**src/rtl/cpu_ctrl_seq_pkg.sv**
```systemverilog
// Shared definitions for the 8-bit CPU instruction sequencer: opcodes, IR fetch encodings,
// sequencer states and the instruction-length helper.
package cpu8_pkg;

   localparam int OP_W    = 4;
   localparam int FETCH_W = 2;

   localparam logic [OP_W-1:0] OP_NOP = 4'h0;
   localparam logic [OP_W-1:0] OP_LDA = 4'h1;
   localparam logic [OP_W-1:0] OP_STA = 4'h2;
   localparam logic [OP_W-1:0] OP_ADD = 4'h3;
   localparam logic [OP_W-1:0] OP_SUB = 4'h4;
   localparam logic [OP_W-1:0] OP_AND = 4'h5;
   localparam logic [OP_W-1:0] OP_OR  = 4'h6;
   localparam logic [OP_W-1:0] OP_NOT = 4'h7;
   localparam logic [OP_W-1:0] OP_JMP = 4'h9;
   localparam logic [OP_W-1:0] OP_JZ  = 4'hA;
   localparam logic [OP_W-1:0] OP_HLT = 4'hF;

   localparam logic [FETCH_W-1:0] FETCH_HOLD = 2'b00;
   localparam logic [FETCH_W-1:0] FETCH_OP   = 2'b01;
   localparam logic [FETCH_W-1:0] FETCH_ADDR = 2'b10;

   typedef enum logic [2:0] {
      ST_IDLE = 3'd0,
      ST_F1   = 3'd1,
      ST_DEC  = 3'd2,
      ST_F2   = 3'd3,
      ST_EXEC = 3'd4,
      ST_HLT  = 3'd5
   } state_e;

   // Opcodes followed by an address byte need the extra F2 fetch.
   function automatic logic is_two_byte(input logic [OP_W-1:0] op);
      return (op == OP_LDA) || (op == OP_STA) || (op == OP_JMP) || (op == OP_JZ);
   endfunction

endpackage

```
**src/rtl/cpu_ctrl_seq_if.sv**
```systemverilog
// Control bus between the sequencer (master) and the IR/PC/memory/ALU datapath (slave).
// CPU_CTRL_MEM_WAIT_EN adds the mem_ready wait handshake from memory.
interface cpu_ctrl_seq_if #(
   parameter int OP_W    = 4,
   parameter int FETCH_W = 2
);

   logic [OP_W-1:0]    ins;
   logic               zero;
   logic [FETCH_W-1:0] fetch;
   logic               pc_inc;
   logic               pc_load;
   logic               addr_sel;
   logic               mem_rd;
   logic               mem_wr;
   logic               acc_we;
   logic [OP_W-1:0]    alu_op;
   logic               halted;

`ifdef CPU_CTRL_MEM_WAIT_EN
   logic               mem_ready;

   modport master (
      input  ins, zero, mem_ready,
      output fetch, pc_inc, pc_load, addr_sel, mem_rd, mem_wr, acc_we, alu_op, halted
   );

   modport slave (
      output ins, zero, mem_ready,
      input  fetch, pc_inc, pc_load, addr_sel, mem_rd, mem_wr, acc_we, alu_op, halted
   );
`else
   modport master (
      input  ins, zero,
      output fetch, pc_inc, pc_load, addr_sel, mem_rd, mem_wr, acc_we, alu_op, halted
   );

   modport slave (
      output ins, zero,
      input  fetch, pc_inc, pc_load, addr_sel, mem_rd, mem_wr, acc_we, alu_op, halted
   );
`endif

endinterface

```
**src/rtl/cpu_ctrl_seq_decode.sv**
```systemverilog
// Combinational decode of sequencer state plus opcode into datapath control strobes.
// mem_ok gates the one-shot actions (fetch, pc_inc, acc_we) of memory cycles.
module cpu_ctrl_decode
   import cpu8_pkg::*;
#(
   parameter int OP_W    = 4,
   parameter int FETCH_W = 2
) (
   input  state_e             state,
   input  logic [OP_W-1:0]    ins,
   input  logic               zero,
   input  logic               mem_ok,
   output logic [FETCH_W-1:0] fetch,
   output logic               pc_inc,
   output logic               pc_load,
   output logic               addr_sel,
   output logic               mem_rd,
   output logic               mem_wr,
   output logic               acc_we,
   output logic [OP_W-1:0]    alu_op,
   output logic               halted
);

   always_comb begin
      fetch    = FETCH_HOLD;
      pc_inc   = 1'b0;
      pc_load  = 1'b0;
      addr_sel = 1'b0;
      mem_rd   = 1'b0;
      mem_wr   = 1'b0;
      acc_we   = 1'b0;
      alu_op   = '0;
      halted   = 1'b0;

      case (state)
         ST_F1, ST_F2: begin
            mem_rd = 1'b1;
            if (mem_ok) begin
               fetch  = (state == ST_F1) ? FETCH_OP : FETCH_ADDR;
               pc_inc = 1'b1;
            end
         end
         ST_EXEC: begin
            alu_op = ins;
            case (ins)
               OP_LDA: begin
                  mem_rd   = 1'b1;
                  addr_sel = 1'b1;
                  acc_we   = mem_ok;
               end
               OP_STA: begin
                  mem_wr   = 1'b1;
                  addr_sel = 1'b1;
               end
               OP_ADD, OP_SUB, OP_AND, OP_OR, OP_NOT: acc_we = 1'b1;
               OP_JMP:  pc_load = 1'b1;
               OP_JZ:   pc_load = zero;
               default: ;
            endcase
         end
         ST_HLT:  halted = 1'b1;
         default: ;
      endcase
   end

endmodule

```
**src/rtl/cpu_ctrl_seq.sv**
```systemverilog
// Instruction sequencer: walks each instruction through F1, DEC, (F2), EXEC; HLT is sticky.
// CPU_CTRL_MEM_WAIT_EN stalls memory cycles until the bus mem_ready input is high.
module cpu_ctrl_seq
   import cpu8_pkg::*;
#(
   parameter int              OP_W    = 4,
   parameter int              FETCH_W = 2,
   parameter logic [OP_W-1:0] HALT_OP = 4'hF
) (
   input  logic                 clk,
   input  logic                 rst_n,
   input  logic                 run,
   cpu_ctrl_seq_if.master       bus
);

   state_e state_q, state_d;
   logic   mem_ok;
   logic   mem_op;

`ifdef CPU_CTRL_MEM_WAIT_EN
   assign mem_ok = bus.mem_ready;
`else
   assign mem_ok = 1'b1;
`endif

   assign mem_op = (bus.ins == OP_LDA) || (bus.ins == OP_STA);

   // run is only looked at in IDLE and EXEC so an instruction always completes.
   always_comb begin
      state_d = state_q;
      case (state_q)
         ST_IDLE: if (run) state_d = ST_F1;
         ST_F1:   if (mem_ok) state_d = ST_DEC;
         ST_DEC: begin
            if (bus.ins == HALT_OP)         state_d = ST_HLT;
            else if (is_two_byte(bus.ins))  state_d = ST_F2;
            else                            state_d = ST_EXEC;
         end
         ST_F2:   if (mem_ok) state_d = ST_EXEC;
         ST_EXEC: if (mem_ok || !mem_op) state_d = run ? ST_F1 : ST_IDLE;
         ST_HLT:  state_d = ST_HLT;
         default: state_d = ST_IDLE;
      endcase
   end

   always_ff @(posedge clk or negedge rst_n) begin
      if (!rst_n) state_q <= ST_IDLE;
      else        state_q <= state_d;
   end

   cpu_ctrl_decode #(
      .OP_W    (OP_W),
      .FETCH_W (FETCH_W)
   ) u_decode (
      .state    (state_q),
      .ins      (bus.ins),
      .zero     (bus.zero),
      .mem_ok   (mem_ok),
      .fetch    (bus.fetch),
      .pc_inc   (bus.pc_inc),
      .pc_load  (bus.pc_load),
      .addr_sel (bus.addr_sel),
      .mem_rd   (bus.mem_rd),
      .mem_wr   (bus.mem_wr),
      .acc_we   (bus.acc_we),
      .alu_op   (bus.alu_op),
      .halted   (bus.halted)
   );

endmodule

```
**src/flat_wrapper.sv**
```systemverilog
// flat-port wrapper written by rule: the top's interface ports become plain ports
module cpu_ctrl_seq_flat import cpu8_pkg::*;
#(
   parameter int              OP_W    = 4,
   parameter int              FETCH_W = 2,
   parameter logic [OP_W-1:0] HALT_OP = 4'hF
)
  (clk, rst_n, run, bus_ins, bus_zero, bus_fetch, bus_pc_inc, bus_pc_load, bus_addr_sel, bus_mem_rd, bus_mem_wr, bus_acc_we, bus_alu_op, bus_halted);
  cpu_ctrl_seq_if #(.OP_W(OP_W), .FETCH_W(FETCH_W)) bus_i ();
  input  logic clk;
  input  logic rst_n;
  input  logic run;
  input wire logic [$bits(bus_i.ins)-1:0] bus_ins;
  input wire logic [$bits(bus_i.zero)-1:0] bus_zero;
  output wire logic [$bits(bus_i.fetch)-1:0] bus_fetch;
  output wire logic [$bits(bus_i.pc_inc)-1:0] bus_pc_inc;
  output wire logic [$bits(bus_i.pc_load)-1:0] bus_pc_load;
  output wire logic [$bits(bus_i.addr_sel)-1:0] bus_addr_sel;
  output wire logic [$bits(bus_i.mem_rd)-1:0] bus_mem_rd;
  output wire logic [$bits(bus_i.mem_wr)-1:0] bus_mem_wr;
  output wire logic [$bits(bus_i.acc_we)-1:0] bus_acc_we;
  output wire logic [$bits(bus_i.alu_op)-1:0] bus_alu_op;
  output wire logic [$bits(bus_i.halted)-1:0] bus_halted;
  assign bus_i.ins = bus_ins;
  assign bus_i.zero = bus_zero;
  assign bus_fetch = bus_i.fetch;
  assign bus_pc_inc = bus_i.pc_inc;
  assign bus_pc_load = bus_i.pc_load;
  assign bus_addr_sel = bus_i.addr_sel;
  assign bus_mem_rd = bus_i.mem_rd;
  assign bus_mem_wr = bus_i.mem_wr;
  assign bus_acc_we = bus_i.acc_we;
  assign bus_alu_op = bus_i.alu_op;
  assign bus_halted = bus_i.halted;
  cpu_ctrl_seq #(.OP_W(OP_W), .FETCH_W(FETCH_W), .HALT_OP(HALT_OP)) u_core (.clk(clk), .rst_n(rst_n), .run(run), .bus(bus_i));
endmodule
```
**config.mk**
```make
export PLATFORM = sky130hd
export DESIGN_NAME = cpu_ctrl_seq_flat
export DESIGN_NICKNAME = d
export VERILOG_FILES = /design/src/rtl/cpu_ctrl_seq_pkg.sv /design/src/rtl/cpu_ctrl_seq_if.sv /design/src/rtl/cpu_ctrl_seq_decode.sv /design/src/rtl/cpu_ctrl_seq.sv /design/src/flat_wrapper.sv
export SDC_FILE = /design/constraint.sdc
export NUM_CORES = 1
export LEC_CHECK = 0
export ABC_AREA = 1
export CAP_MARGIN = 20
export CORE_AREA = 2 2 39 41
export DETAILED_ROUTE_END_ITERATION = 7
export DIE_AREA = 0 0 41 43
export DONT_BUFFER_PORTS = 1
export GPL_ROUTABILITY_DRIVEN = 0
export GPL_TIMING_DRIVEN = 0
export PLACE_DENSITY = 0.39
export SLEW_MARGIN = 5
export SYNTH_ARGS = -nofsm -noshare
export SYNTH_HDL_FRONTEND = slang
export SYNTH_HIERARCHICAL = 1
export SYNTH_SLANG_ARGS = --single-unit
```
**constraint.sdc**
```tcl
create_clock -name clk -period 2.35 [get_ports clk]
set_clock_uncertainty 0.15 [all_clocks]
set_input_delay 0.47 -clock clk [delete_from_list [all_inputs] [get_ports clk]]
set_output_delay 0.47 -clock clk [all_outputs]
set_load 0.02 [all_outputs]
```
# After elaboration in Yosys (flattened, before gate mapping)
# Index checks and enable logic that the tools add are counted.
dict set report word_totals {
  ff_bits 3
  inputBits 8
  out_inout_bits 13
  elab_cells 44
}
dict set report classes {
  n_eq_ne 16
  mux 20
  reduce_logical 7
}
# operator count
set op_table {}
lappend op_table {{$pmux W3 S6} 1}
lappend op_table {{$eq A4 B3 Y1 const B} 4}
lappend op_table {{$eq A4 B4 Y1 const B} 3}
lappend op_table {{$mux W1} 11}
lappend op_table {{$mux W3} 3}
lappend op_table {{$eq A4 B2 Y1 const B} 2}
lappend op_table {{$eq A3 B2 Y1 const B} 2}
lappend op_table {{$eq A3 B3 Y1 const B} 2}
lappend op_table {{$reduce_or A6 Y1} 1}
lappend op_table {{$eq A4 B1 Y1 const B} 1}
lappend op_table {{$mux W2} 2}
lappend op_table {{$mux W4} 1}
lappend op_table {{$pmux W1 S2} 2}
lappend op_table {{$reduce_or A2 Y1} 2}
lappend op_table {{$eq A3 B1 Y1 const B} 1}
lappend op_table {{$logic_not A3 Y1} 1}
lappend op_table {{$logic_or A1 B1 Y1} 3}
lappend op_table {{$ne A2 B2 Y1 const B} 1}

# Logic depth before layout (Yosys ltp)
dict set report depth {
  depth_word 7
  mapped_depth 7
  ltp_nobuf 7
}

# Cells and area by module
# Netlist, hierarchy kept.
# mod instances cells_per_inst area_per_inst_um2 seq_area_each_um2
set modules_own_cells {}
lappend modules_own_cells {cpu_ctrl_seq 1 33 203.9 75.1}
lappend modules_own_cells {cpu_ctrl_decode 1 39 172.7 0.0}

# Least setup slack after synthesis
# Ideal clock, no wire load.
dict set report synth_path {
  kind {reg-to-output}
  startpoint {register u_core.state_q[2]}
  endpoint {output bus_fetch[1]}
  t_arrival_ns 1.167
  required_ns 1.730
  setup_slack_ns 0.563
  path_stages_with_launch 4
  path_buffers 0
  cell_sequence {dfrtp_1 inv_1 nand2_1 nor3b_1}
}
dict set report synth_between {
  elab_chain_len 3
  word_cells_on_any_way 5
  classes_between {2 x eq/ne; 2 x mux; 1 x reduce/logical}
}
# item line_no
set synth_lines {}
lappend synth_lines {{start, declared} cpu_ctrl_seq.sv:16} ;# state_e state_q, state_d;
lappend synth_lines {{start signal, assigned} cpu_ctrl_seq.sv:48} ;# else state_q <= state_d;
lappend synth_lines {{$eq A3 B1 Y1 / $eq A3 B2 Y1 (equally long branches)} {cpu_ctrl_seq_decode.sv:35, cpu_ctrl_seq_decode.sv:39}}
lappend synth_lines {{$mux W2 / $reduce_or A2 Y1 (equally long branches)} {cpu_ctrl_seq_decode.sv:39, cpu_ctrl_seq_decode.sv:35}}
lappend synth_lines {{$mux W2 (*)} cpu_ctrl_seq_decode.sv:35} ;# case (state)
lappend synth_lines {{end, declared} flat_wrapper.sv:15} ;# output wire logic [$bits(bus_i.fetch)-1:0] bus_fetch;
# Mark *: on every way between the ends. The rest lies on a longest branch, timed or not.

# Worst setup path in the final report
# Ends and elaborated chain as after synthesis.

==> flow_metrics.env <==
export IMPL_synth_top_family_by_area="simple AND/OR/NAND/NOR gates"
export IMPL_io_buffers=0
export IMPL_dpl_worst_slack_ns=0.469
export IMPL_cp_start_kind="register"
export IMPL_firstDrtPassIters=3
export IMPL_fin_ws_ns=0.238
export IMPL_cts_sinks=3
export IMPL_hold_class="input pin to register"
export IMPL_die_h_um=43
export IMPL_dp_hpwl_um=724
export IMPL_p_switching_mw=0.252
export IMPL_regMostFlops="u_core/state_q"
export IMPL_synthSimpleGateAreaFrac_pct=56.8
export IMPL_n_fill_cell=167
export IMPL_drive_gt1_share_pct=15.4
export IMPL_cts_resized=0
export IMPL_p_per_area_mw_per_mm2=1050
export IMPL_coreArea_mm2=0.00138
export IMPL_design_area_um2=437
export IMPL_cts_hold_buf=1
export IMPL_start_util_pct=27.2
export IMPL_overflow=0
export IMPL_grt_pass1_wl_mm=1.47
export IMPL_rsz0062_at_grt="false"
export IMPL_total_power_mw=0.459
export IMPL_htreeDepth=1
export IMPL_path_cells="inv_1, nand2_1, nor3b_1"
export IMPL_synth_edf_count=0
export IMPL_ys_warn_count=6
export IMPL_fp_dieW_um=41
export IMPL_grtUsageTotal_pct=11.8
export IMPL_n_antenna_cell=0
export IMPL_cts_buffers=3
export IMPL_drcViolationCount=0
export IMPL_wl_per_cell_um=9.79
export IMPL_finalSetupTns_ns=0
export IMPL_synth_seq_area_share_pct=19.9
export IMPL_clk_latency_ns=0.23
export IMPL_synth_top_cell_by_area="nand2_1"
export IMPL_netlist_instances=72
export IMPL_muxShareOfSynthArea_pct=0
export IMPL_synth_xor_area_share_pct=0
export IMPL_syn_cell_area_um2=377
export IMPL_grt_max_degree=13
export IMPL_crit_path_end_kind="primary output"
export IMPL_synth_area_per_cell_um2=5.23
export IMPL_max_stage_delay_ns=0.58
export IMPL_ys_ff_latch=3
export IMPL_routed_wl_um=920
export IMPL_setup_viol=0
export IMPL_p_int_mw=0.207
export IMPL_place_area_um2=400
export IMPL_slew_violations=0
export IMPL_vias=412
export IMPL_antenna_found_initial=0
export IMPL_synth_top_cells_by_count="nand2_1 (21), nor2_1 (13), inv_1 (10)"
export IMPL_final_core_util_pct=31.6
export IMPL_whs_ns=0.262
export IMPL_area_growth_pct=15.9
export IMPL_cellLeakagePower_nw=0.237
export IMPL_dieArea_mm2=0.00176
export IMPL_tritoncts="done"
export IMPL_arrival_ns=1.49
export IMPL_rows=14
export IMPL_synth_adder_area_share_pct=0
export IMPL_p_sw_share_pct=54.8
export IMPL_ys_flop_type="dfrtp_1"
export IMPL_slowest_stage="nor3b_1"
export IMPL_post_route_period_util_pct=89.9
export IMPL_place_inst=89
export IMPL_drv_cap=0
export IMPL_clockBufferDepth=2
export IMPL_slew_headroom_pct=55.5
export IMPL_layout_nets=87
export IMPL_ant_nets=0
export IMPL_largest_reg_flops=3
export IMPL_ir_worst_vdd_uv=485
export IMPL_drt_iter0_drc=4
export IMPL_period_needed_ns=2.11
export IMPL_combPwrFrac_pct=51.6
export IMPL_status="complete, no violations"
export IMPL_seqPwrFrac_pct=29.1
export IMPL_synth_top_cell_area_share_pct=20.9
export IMPL_synthArstFlopShare_pct=100
export IMPL_synth_cell_types=17
export IMPL_num_io_pins=21
export IMPL_post_cts_buffers=0
export IMPL_hold_viol=0
export IMPL_reg_top3="u_core/state_q (3)"
export IMPL_synth_compound_area_share_pct=9.30
export IMPL_maxClockFrequency_mhz=473
export IMPL_final_cells=94
export IMPL_path_class="register to primary output"
export IMPL_worst_ep_required_time_ns=1.73
export IMPL_clockRootBuffer="clkbuf_4"
export IMPL_grt_pass1_vias=387
export IMPL_via_per_inst=4.38
export IMPL_synth_most_common_cell="nand2_1"
export IMPL_cp_max_fo=9
export IMPL_clk_pin_slew_ns=0.03
export IMPL_p_clk_share_pct=19.2
export IMPL_synth_area_leaders="nand2_1 (21%), dfrtp_1 (20%), nor2_1 (13%)"
export IMPL_worst_slew_pin_slew_ns=0.665
per-layer routing:
metal  vias to the layer above  GRT usage (%)  routed length, um
met5                         -              0                  0
met1                       171           13.0                395
met4                         0           8.00                  0
met3                         0              0                 53
li1                        233              -                  -
met2                         8           20.3                470
cell type report:
type                            instances  area [um^2]  area share, %
Timing Repair Buffer                    1         10.0           2.29
Sequential cell                         3         75.1           17.2
Multi-Input combinational cell         57          256           58.7
Clock buffer                            4         26.3           6.02
Tap cell                               16         20.0           4.58
Inverter                               13         48.8           11.2
final timing paths:
kind,start,end,slack (ns),cells after the start
hold / removal,run,u_core/state_q[0],0.26,2
setup reg to reg,u_core/state_q[2],u_core/state_q[0],1.08,7
min in group asynchronous,rst_n,u_core/state_q[1],0.34,1
max in group asynchronous,rst_n,u_core/state_q[2],1.57,1
setup / recovery,u_core/state_q[2],bus_fetch[1],0.24,3
hold reg to reg,u_core/state_q[0],u_core/state_q[1],0.52,2
cell families (layout without fill, tap and decap cells):
kind of cell           count (synthesis)  in the layout
AOI/OAI and AO/OA                      6              6
buffers and inverters                 13             18
DFF                                    3              3
other                                  1              2
and+or+nand+nor                       49             49
power groups by stage:
stage	logic, mW	clock network (mW)	registers, mW
floorplan	0.210	0	0.121
global placement	0.234	0	0.134
detailed placement	0.237	0	0.135
CTS	0.240	0.0955	0.134
global route	0.267	0.0961	0.142
finish	0.237	0.0882	0.134
critical path, delay by kind of cell (launching register included):
kind / cells / cell delay [ns]
buffers and inverters: 1 / 0.11
DFF: 1 / 0.48
and+or+nand+nor: 2 / 0.68
cell usage in the layout (no fill, tap or decap), types with 2 or more instances in the layout:
master and n:
a21oi_1 3, clkbuf_4 3, conb_1 2, dfrtp_1 3
inv_1 10, inv_2 3, nand2_1 21, nand3_1 5
nor2_1 13, nor2_2 4, nor3_1 2
(Power assumes the default switching activity.)
